==> config.mk <==
export PLATFORM = sky130hd
export DESIGN_NAME = mult_iter_unit
export DESIGN_NICKNAME = d
export VERILOG_FILES = /design/src/rtl/mult_iter_unit.sv
export SDC_FILE = /design/constraint.sdc
export NUM_CORES = 1
export LEC_CHECK = 0
export ABC_AREA = 1
export CORE_UTILIZATION = 45
export DETAILED_ROUTE_END_ITERATION = 10
export HOLD_SLACK_MARGIN = 0.03
export MAX_ROUTING_LAYER = met4
export PLACE_DENSITY = 0.69
export SKIP_CTS_REPAIR_TIMING = 1
export SLEW_MARGIN = 0
export SYNTH_ARGS = -nofsm -noshare
export SYNTH_HDL_FRONTEND = slang
export SYNTH_SLANG_ARGS = --single-unit
==> constraint.sdc <==
create_clock -name clk -period 7.6 [get_ports clk]
set_input_delay 1.52 -clock clk [delete_from_list [all_inputs] [get_ports clk]]
set_output_delay 1.52 -clock clk [all_outputs]
set_load 0.005 [all_outputs]
==> src/rtl/mult_iter_unit.sv <==
// Iterative shift-add multiplier (MUL / MULHU), one multiplier bit per cycle.
// Optional MULT_EARLY_TERM_EN: finish as soon as the remaining multiplier is 0.
module mult_iter_unit #(
   parameter int DATA_W = 32
) (
   input  logic              clk,
   input  logic              arst_n,
   input  logic              start,
   input  logic              flush,
   input  logic              hi_sel,
   input  logic [DATA_W-1:0] op_a,
   input  logic [DATA_W-1:0] op_b,
   output logic              stall,
   output logic              busy,
   output logic              done,
   output logic [DATA_W-1:0] result
);

   localparam int CNT_W = (DATA_W > 1) ? $clog2(DATA_W) : 1;
   localparam logic [CNT_W-1:0] CNT_LAST = CNT_W'(DATA_W - 1);

   typedef enum logic [1:0] {
      S_IDLE,
      S_RUN,
      S_DONE
   } state_t;

   state_t              state_q, state_d;
   logic [2*DATA_W-1:0] mcand_q, mcand_d;
   logic [2*DATA_W-1:0] acc_q, acc_d;
   logic [2*DATA_W-1:0] acc_sum;
   logic [DATA_W-1:0]   mplr_q, mplr_d;
   logic [DATA_W-1:0]   result_q, result_d;
   logic [CNT_W-1:0]    cnt_q, cnt_d;
   logic                hi_q, hi_d;
   logic                done_q, done_d;
   logic                last_step;

   always_comb begin
      state_d   = state_q;
      mcand_d   = mcand_q;
      acc_d     = acc_q;
      mplr_d    = mplr_q;
      result_d  = result_q;
      cnt_d     = cnt_q;
      hi_d      = hi_q;
      done_d    = 1'b0;
      acc_sum   = acc_q + (mplr_q[0] ? mcand_q : '0);
      last_step = 1'b0;
      unique case (state_q)
         S_IDLE: begin
            if (start && !flush) begin
               mcand_d = {{DATA_W{1'b0}}, op_a};
               mplr_d  = op_b;
               hi_d    = hi_sel;
               acc_d   = '0;
               cnt_d   = '0;
               state_d = S_RUN;
`ifdef MULT_EARLY_TERM_EN
               if (op_b == '0) begin
                  state_d  = S_DONE;
                  done_d   = 1'b1;
                  result_d = '0;
               end
`endif
            end
         end
         S_RUN: begin
            if (flush) begin
               state_d = S_IDLE;
            end else begin
               acc_d   = acc_sum;
               mcand_d = mcand_q << 1;
               mplr_d  = mplr_q >> 1;
               cnt_d   = cnt_q + CNT_W'(1);
`ifdef MULT_EARLY_TERM_EN
               last_step = (cnt_q == CNT_LAST) || (mplr_d == '0);
`else
               last_step = (cnt_q == CNT_LAST);
`endif
               if (last_step) begin
                  state_d  = S_DONE;
                  done_d   = 1'b1;
                  result_d = hi_q ? acc_sum[2*DATA_W-1:DATA_W]
                                  : acc_sum[DATA_W-1:0];
               end
            end
         end
         S_DONE: begin
            state_d = S_IDLE;
         end
         default: begin
            state_d = S_IDLE;
         end
      endcase
   end

   always_ff @(posedge clk or negedge arst_n) begin
      if (!arst_n) begin
         state_q  <= S_IDLE;
         mcand_q  <= '0;
         acc_q    <= '0;
         mplr_q   <= '0;
         result_q <= '0;
         cnt_q    <= '0;
         hi_q     <= 1'b0;
         done_q   <= 1'b0;
      end else begin
         state_q  <= state_d;
         mcand_q  <= mcand_d;
         acc_q    <= acc_d;
         mplr_q   <= mplr_d;
         result_q <= result_d;
         cnt_q    <= cnt_d;
         hi_q     <= hi_d;
         done_q   <= done_d;
      end
   end

   // Stall is combinational so the requesting instruction freezes in cycle 0.
   assign stall  = ((state_q == S_IDLE) && start && !flush)
                || (state_q == S_RUN);
   assign busy   = (state_q == S_RUN);
   assign done   = done_q;
   assign result = result_q;

endmodule

==> impl_metrics.tcl <==
set metrics [dict create \
    pwr-share-clk 0.372 \
    clock.fmax_mhz 198 \
    place_inst 2862 \
    wl_met1_um 23000 \
    worst_ep_required_time_ns 6.08 \
    drc 0 \
    grt_max_degree 137 \
    fin_ws_ns 2.54 \
    path_max_fanout 55 \
    detail_route.vias_per_cell 5.00 \
    synth-async-reset-ratio 1.00 \
    synth_enable_flop_cells 0 \
    seqPwrFrac 0.369 \
    instances_no_fill 2906 \
    crit_type "in -> out" \
    port-buffer-count 103 \
    cts_tree "built" \
    vias 14540 \
    synth_seq_cells 201 \
    synth.top_cell.area_share 0.341 \
    rrSetupSlack_ns 3.62 \
    wl_met3_um 3440 \
    synth_warnings 0 \
    worst_setup_path_end_kind "output pin" \
    worstPathArrival_ns 3.54 \
    yosys-top-cells-area "dfrtp_1, nand2_1, inv_1" \
    final_antenna_net_count 0 \
    syn_avg_cell_area_um2 6.21 \
    grt_antenna_before_repair 0 \
    clock_skew_ns 0.0161 \
    rows 65 \
    synth_nets 2511 \
    antenna_cells 0 \
    fin_nets 2588 \
    drive_above_1_share 0.0295 \
    dp_hpwl_um 38100 \
    vdd_drop_max_mv 0.209 \
    syn_area_mm2 0.0148 \
    fin_crit_sh 0.666 \
    start_kind "primary input" \
    syn2layout_area_growth_pct 15.9 \
    swShare 0.342 \
    ys.flop_type "dfrtp_1" \
    first_global_vias 13851 \
    wire_per_inst_um 16.7 \
    dieHeight_um 183 \
    synth_seq_area_share 0.341 \
    wl_met2_um 20800 \
    clk_latency_ns 0.55 \
    ios 104 \
    finalSetupViolCount 0 \
    clk_pin_slew_ns 0.06 \
    relSlewSlack 0.302 \
    gp_congestion 0.997 \
    routed_wl_um 48600 \
    grt_first_pass_wirelength_um 76400 \
    worst_pin_slew_ns 1.05 \
    htreeDepth 1 \
    numCtsBuffers 24 \
    die-area_mm2 0.0335 \
    top_layer "met4" \
    p_total_uw 3640 \
    core_region_area_mm2 0.0319 \
    rsz0062_at_grt "false" \
    hold_ws_ns 0.478 \
    overflow 0 \
    p_int_uw 2400 \
    combPwrFrac 0.259 \
    hold_violations 0 \
    start_util 0.463 \
    yosysTopAreaCell "dfrtp_1" \
    ys_types 36 \
    cap_violations 0 \
    first_pass_iters 7 \
    drtIter0Drc 1117 \
    worstHoldPathType "reg -> reg" \
    cts_sinks 201 \
    place_ws_ns 2.56 \
    finalSetupTns_ns 0 \
    die_w_um 183 \
    period_needed_ns 5.06 \
    root_buffer "clkbuf_16" \
    p_per_area_mw_per_mm2 213 \
    track_usage 0.306 \
    clk_path_buf_depth 3 \
    drv_slew 0 \
    p_leak_uw 0.0103 \
    p_sw_uw 1250 \
    synth_cells 2376 \
    status "finished clean" \
]
-- registers in the layout, indices dropped and copies added, names as in the netlist --
| register | count |
|---|---|
| hi_q | 1 |
| cnt_q | 5 |
| mplr_q | 32 |
| result | 32 |
| acc_q | 64 |
| done | 1 |
| state_q | 2 |
| mcand_q | 64 |
-- cells in the mapped netlist, types with 3 or more instances --
cell and instances:
a21oi_1 49, inv_2 3, o211ai_1 14, xor2_1 15, o21ai_0 37, nand4_1 5, dfrtp_1 201, clkbuf_1 43
nor2_1 106, inv_1 508, nor3_1 15, nand3_1 106, o22ai_1 32, buf_2 18, or2_2 6, a22oi_1 48
and2_1 8, ha_1 65, a22o_1 28, nand2_1 1034, o21ai_1 11, a21o_1 5
-- worst paths after layout --
path | from | to | depth (start not counted)
min | result[26] | result[26] | 2
max | flush | stall | 6
max reg2reg | mplr_q[0] | result[14] | 20
max in group asynchronous | arst_n | mplr_q[0] | 2
min reg2reg | result[26] | result[26] | 2
min in group asynchronous | arst_n | acc_q[19] | 1
-- per-stage QoR --
| stage | area [um^2] | util |
|---|---|---|
| global route | 17100 | 0.536 |
| finish | 17100 | 0.536 |
| detailed placement | 16200 | 0.507 |
| floorplan | 14800 | - |
| global placement | 16200 | 0.507 |
| CTS | 17100 | 0.536 |
-- placed cells by master (no fill, tap or decap), types with 14 or more instances in the layout --
master	netlist	final
o22ai_1	32	32
a21oi_1	49	49
nor3_1	15	15
ha_1	65	65
nand3_1	106	106
dfrtp_1	201	200
nor2_1	106	105
xor2_1	15	15
nand2_1	1034	1034
inv_1	508	508
a22o_1	28	28
o211ai_1	14	14
clkdlybuf4s50_1	0	102
o21ai_0	37	37
a22oi_1	48	48
clkbuf_16	0	25
-- power by group through the flow --
stage | logic [uW] | registers (uW) | clock network, uW
floorplan | 634 | 1310 | 0
global placement | 927 | 1360 | 0
detailed placement | 939 | 1360 | 0
CTS | 942 | 1340 | 1380
global route | 1050 | 1360 | 1420
finish | 944 | 1350 | 1350
-- metal layers --
metal	vias up	global-route usage
met2	446	0.461
li1	7340	-
met1	6673	0.428
met4	0	0.0897
met5	-	-
met3	81	0.0407
-- worst max-delay path, stage by stage --
cell and delay [ns]:
clkdlybuf4s50_1 0.49, nor4_4 0.23, buf_4 0.54, inv_1 0.16, nand2_1 0.09, clkdlybuf4s50_1 0.50
-- final cells by class --
class | instances | area [um^2]
clock inverter | 14 | 236
fill | 3314 | 14800
clock buffer | 30 | 694
sequential | 201 | 5030
timing repair buffer | 113 | 1120
tap | 435 | 544
inverter | 512 | 1920
multi-input combinational | 1601 | 7550
-- kinds of logic after synthesis --
group	Yosys count	share of synthesized area
AO/OA/AOI/OAI	227	0.0987
XOR/XNOR	16	0.00950
multiplexers	1	0.000679
buffers and inverters	574	0.148
flip-flops	201	0.341
adder cells (fa/ha/maj)	66	0.0565
AND/OR/NAND/NOR	1291	0.346
No activity file was read; power rests on OpenSTA's default activity.
